## src/rtl/pipeline_ctrl.sv

```systemverilog
// Hazard and stall controller for a five-stage in-order pipeline.
// Produces Mealy stage-register enables and flushes; tracks halt drain and frozen-PC cycles.
module pipeline_ctrl #(
  parameter int STALL_CNT_W  = 16,
  parameter int DRAIN_CYCLES = 3
) (
  input  logic                   clk,
  input  logic                   rst_n,
  input  logic [3:0]             IF_ID_Rs,
  input  logic [3:0]             IF_ID_Rt,
  input  logic                   IF_ID_uses_Rt,
  input  logic                   ID_EX_MemRead,
  input  logic [3:0]             ID_EX_Rd,
  input  logic                   branch_taken,
  input  logic                   halt_ID,
  input  logic                   imem_ready,
  input  logic                   dmem_req,
  input  logic                   dmem_ready,
  output logic                   pc_write,
  output logic                   IF_ID_write,
  output logic                   ID_EX_write,
  output logic                   EX_MEM_write,
  output logic                   MEM_WB_write,
  output logic                   IF_ID_flush,
  output logic                   ID_EX_flush,
  output logic [1:0]             state,
  output logic                   done,
  output logic [STALL_CNT_W-1:0] stall_cycles
);

  localparam int DRAIN_W = $clog2(DRAIN_CYCLES + 2);
  localparam logic [DRAIN_W-1:0] DRAIN_MAX = DRAIN_W'(DRAIN_CYCLES);

  typedef enum logic [1:0] {
    RUN      = 2'b00,
    LU_STALL = 2'b01,
    MEM_WAIT = 2'b10,
    HALTED   = 2'b11
  } state_t;

  state_t             cur;
  state_t             nxt;
  logic [DRAIN_W-1:0] drain_cnt;
  logic [DRAIN_W-1:0] drain_nxt;
  logic               mw;
  logic               lu;

  function automatic logic [STALL_CNT_W-1:0] sat_inc(input logic [STALL_CNT_W-1:0] v);
    return (&v) ? v : v + STALL_CNT_W'(1);
  endfunction

  function automatic logic [DRAIN_W-1:0] drain_inc(input logic [DRAIN_W-1:0] v);
    return (v >= DRAIN_MAX) ? v : v + DRAIN_W'(1);
  endfunction

  assign state = cur;
  assign mw    = dmem_req & ~dmem_ready;
  assign lu    = ID_EX_MemRead & (ID_EX_Rd != 4'd0) &
                 ((ID_EX_Rd == IF_ID_Rs) | (IF_ID_uses_Rt & (ID_EX_Rd == IF_ID_Rt)));

  always_comb begin
    pc_write     = 1'b1;
    IF_ID_write  = 1'b1;
    ID_EX_write  = 1'b1;
    EX_MEM_write = 1'b1;
    MEM_WB_write = 1'b1;
    IF_ID_flush  = 1'b0;
    ID_EX_flush  = 1'b0;
    nxt          = cur;
    drain_nxt    = drain_cnt;
    if (rst_n) begin
      case (cur)
        RUN, LU_STALL: begin
          nxt = RUN;
          // Order encodes priority: memory freeze, load-use bubble, halt, redirect, fetch miss.
          if (mw) begin
            pc_write     = 1'b0;
            IF_ID_write  = 1'b0;
            ID_EX_write  = 1'b0;
            EX_MEM_write = 1'b0;
            MEM_WB_write = 1'b0;
            nxt          = MEM_WAIT;
          end else if ((cur == RUN) && lu) begin
            pc_write    = 1'b0;
            IF_ID_write = 1'b0;
            ID_EX_flush = 1'b1;
            nxt         = LU_STALL;
          end else if (halt_ID) begin
            pc_write    = 1'b0;
            IF_ID_write = 1'b0;
            ID_EX_flush = 1'b1;
            drain_nxt   = '0;
            nxt         = HALTED;
          end else if (branch_taken) begin
            IF_ID_flush = 1'b1;
          end else if (!imem_ready) begin
            pc_write    = 1'b0;
            IF_ID_flush = 1'b1;
          end
        end
        MEM_WAIT: begin
          if (dmem_ready) begin
            nxt = RUN;
          end else begin
            pc_write     = 1'b0;
            IF_ID_write  = 1'b0;
            ID_EX_write  = 1'b0;
            EX_MEM_write = 1'b0;
            MEM_WB_write = 1'b0;
          end
        end
        HALTED: begin
          pc_write    = 1'b0;
          IF_ID_write = 1'b0;
          ID_EX_flush = 1'b1;
          // Older instructions keep draining unless the memory stage is waiting.
          if (mw) begin
            ID_EX_write  = 1'b0;
            EX_MEM_write = 1'b0;
            MEM_WB_write = 1'b0;
          end else begin
            drain_nxt = drain_inc(drain_cnt);
          end
        end
        default: nxt = RUN;
      endcase
    end
  end

  always_ff @(posedge clk) begin
    if (!rst_n) begin
      cur          <= RUN;
      drain_cnt    <= '0;
      done         <= 1'b0;
      stall_cycles <= '0;
    end else begin
      cur       <= nxt;
      drain_cnt <= drain_nxt;
      if ((nxt == HALTED) && (drain_nxt >= DRAIN_MAX)) begin
        done <= 1'b1;
      end
      if (!pc_write && (cur != HALTED)) begin
        stall_cycles <= sat_inc(stall_cycles);
      end
    end
  end

endmodule

```

## config.mk

```make
export PLATFORM = sky130hd
export DESIGN_NAME = pipeline_ctrl
export DESIGN_NICKNAME = d
export VERILOG_FILES = /design/src/rtl/pipeline_ctrl.sv
export SDC_FILE = /design/constraint.sdc
export NUM_CORES = 1
export LEC_CHECK = 0
export CAP_MARGIN = 15
export CORE_AREA = 4 4 64 66
export CTS_CLUSTER_DIAMETER = 50
export CTS_CLUSTER_SIZE = 20
export DETAILED_ROUTE_END_ITERATION = 7
export DIE_AREA = 0 0 68 70
export GPL_ROUTABILITY_DRIVEN = 0
export PLACE_DENSITY = 0.74
export SLEW_MARGIN = 5
export SYNTH_ARGS = -nofsm -noshare
export SYNTH_HDL_FRONTEND = slang
export SYNTH_SLANG_ARGS = --single-unit
```

## constraint.sdc

```tcl
create_clock -name clk -period 1.95 [get_ports clk]
set_clock_uncertainty 0.15 [all_clocks]
set_input_delay 0.195 -clock clk [delete_from_list [all_inputs] [get_ports clk]]
set_output_delay 0.195 -clock clk [all_outputs]
set_load 0.01 [all_outputs]
```

==> results.md <==
- Area occupied by multi-input gates: ~1100 sq um
- DR pass1 iterations: 4
- Overall power: ~1100 uW
- Antenna violations before repair: 0
- Largest cells by area after synthesis: dfxtp_1, nand2_1, xor2_1, o31ai_1, a21oi_1
- Commonest cells after routing, fill and taps aside: buf_4, clkdlybuf4s50_1, nand2_1, dfxtp_1
- Setup ws final: -552 ps
- Final hold violation count: 0
- Skew-Pair Late Insertion Delay: 310 ps
- Crit path time final: 2500 ps
- DR WL/cell: roughly 14 um
- DR top layer: met4
- CP arrival: about 2600 ps
- Dpl ws: -881 ps
- Vias in the first global route: ~1600
- CTS tree: done
- Async SR Flop Fraction: 0%
- Critical path startpoint category: flop
- DR WL met3: 181 um
- Synthesized area: ~1400 sq um
- RSZ-0062 raised after global routing: yes
- IO Port Bufs: 46
- Nets: 297
- Area delta synth->final: 86.7%
- Row cnt: 22
- Worst Path Required: approximately 2000 ps
- Die Wd: about 68 um
- Fin Hold WS: between 300 and 400 ps
- Setup violators final: 25
- Synth Register Bits: 22
- Total GRT Usage: 18.8%
- Area of placed instances: between 2000 and 2500 sq um
- WL met2: 2.40 mm
- Status: complete, but fails checks
- Post-Synthesis Cells: 171
- FF/Latch Area: approximately 450 sq um
- DRC errors left: 0
- Finished Cell Area: about 2600 sq um
- Failing checks: negative setup slack
- Seq/Total Area, Yosys: 31.3%
- Core area: roughly 3600 sq um
- CTS max path bufs: 2
- Number of fillers in the final layout: between 200 and 300
- Final HPWL from detailed placement: just over 3 mm
- CTS root buffer: clkbuf_4
- Yosys cell types: between 40 and 50
- Largest fanout on the critical path: 13
- Die H: 70 um
- Antenna cells: 0
- Starting Density: slightly below 40%
- Worst-Margin Slew: about 480 ps
- Worst hold path type: reg2reg
- Ports: 47
- Proportion of layout cells with a drive suffix above 1: 44.1%
- Largest net degree at the start of global routing: 14
- CP endpoint kind: flop
- Clock sink count: 22
- Final wirelength: about 4.5 mm
- Leakage power: approximately 0.0010 uW
- Total grt overflow: 0
- Final period utilization: 128%
- Number of synthesized flops with an enable pin: 0
- Max Cap Viol: 0
- Syn_nets: approximately 200
- Main flop type after synthesis: dfxtp_1
- # H-tree levels: 1
- Global-route wire length before repair: ~7.2 mm
- Detailed-route via count: ~1700
- Syn avg cell area: ~8.2 sq um
- Top achievable clock speed: 0.400 GHz
- Share of the synthesized area in the top cell type: between 30% and 40%
- PD cells: approximately 430 nW/um^2
- Vias per cell: roughly 5.3
- Cell taking the most area after synthesis: dfxtp_1
- Total CTS buffers: 3
- Final core occ: ~73%
- VDD IR max: just under 0.0005 V
- Fin. max-slew vios: 0
- Synth warn: 0
- Crit path kind: reg2reg
- Relative slew slack: 67.7%
- Antenna viol nets, final: 0
- Initial DRC Count: about 100
- Most common cell after layout, fill and taps aside: buf_4
- Clock-pin slew on the worst setup and hold paths: roughly 120 ps
- Routed metal-1 wire length: 1.91 mm
- Die area: 4760 sq um
[flip-flops by register name, summed over array words and instances, names as in the netlist]
signal        flops
stall_cycles     16
done              1
state             2
drain_cnt         3
[stage by stage]
step / setup TNS, ps / cells
after global routing: -10970 / 320
after CTS: -8030 / 316
after detailed placement: -18140 / 300
after global placement: -15090 / 300
after floorplan: -2040 / 171
final: -9080 / 320
[where the power goes]
group | internal, uW | total (uW) | switching, uW
sequential | 465 | 474 | 8.94
clock | 114 | 252 | 138
combinational | 219 | 410 | 191
[layer usage]
metal | track usage, % | vias up
met5 | 0 | -
met4 | 3.75 | 0
met3 | 4.18 | 6
met2 | 31.3 | 43
met1 | 24.6 | 794
li1 | - | 839
[cell families (layout without fill, tap and decap cells)]
| kind of cell | count (synthesis) | after routing | synth area share, % |
|---|---|---|---|
| buffers and inverters | 13 | 114 | 4.81 |
| DFF | 22 | 22 | 31.3 |
| adders and majority gates | 3 | 3 | 2.67 |
| AOI/OAI and AO/OA | 45 | 45 | 22.4 |
| xor gates and xnor gates | 10 | 10 | 6.23 |
| muxes | 3 | 3 | 2.14 |
| and+or+nand+nor | 75 | 75 | 30.4 |
[timing repair]
action,CTS,global route
pin swaps,16,11
cloned,0,0
setup buffers,12,4
resized for setup,62,30
setup endpoints to repair,27,28
hold buffers,0,0
[critical path, cell delays in order, from the launching register on]
cell,delay [ps]
dfxtp_4,360
or3b_4,410
nor4b_4,290
a221oi_2,110
buf_4,160
a21o_1,200
buf_12,150
or4_4,480
a21oi_2,130
[cells in the mapped netlist, drive strengths merged, types with 2 or more instances]
master	number
nand2	23
dfxtp	22
a21oi	11
nor2	10
o31ai	9
nand3	8
xor2	8
o21ai	6
or4	6
clkbuf	5
nor2b	5
buf	4
inv	4
nand2b	4
nor4	4
ha	3
mux2i	3
a221oi	2
a31oi	2
and4	2
nand4	2
nor3	2
o211ai	2
o21a	2
o311ai	2
o41ai	2
or3	2
xnor2	2
[path summary, 6_finish.rpt]
path                     from          endpoint  slack, ps  cells past startpoint
max                  state[0]   stall_cycles[9]       -550                      8
max reg2reg          state[0]   stall_cycles[9]       -550                      8
min reg2reg  stall_cycles[15]  stall_cycles[15]        380                      2
min          stall_cycles[15]  stall_cycles[15]        380                      2
[layout make-up]
cell class,count,share of cell area [%]
multi-input combinational,136,43.2
timing repair buffer,106,35.4
sequential,22,17.2
tap,48,2.29
clock buffer,4,1.38
inverter,4,0.572
Note: power is estimated with default switching activity, not from simulation.
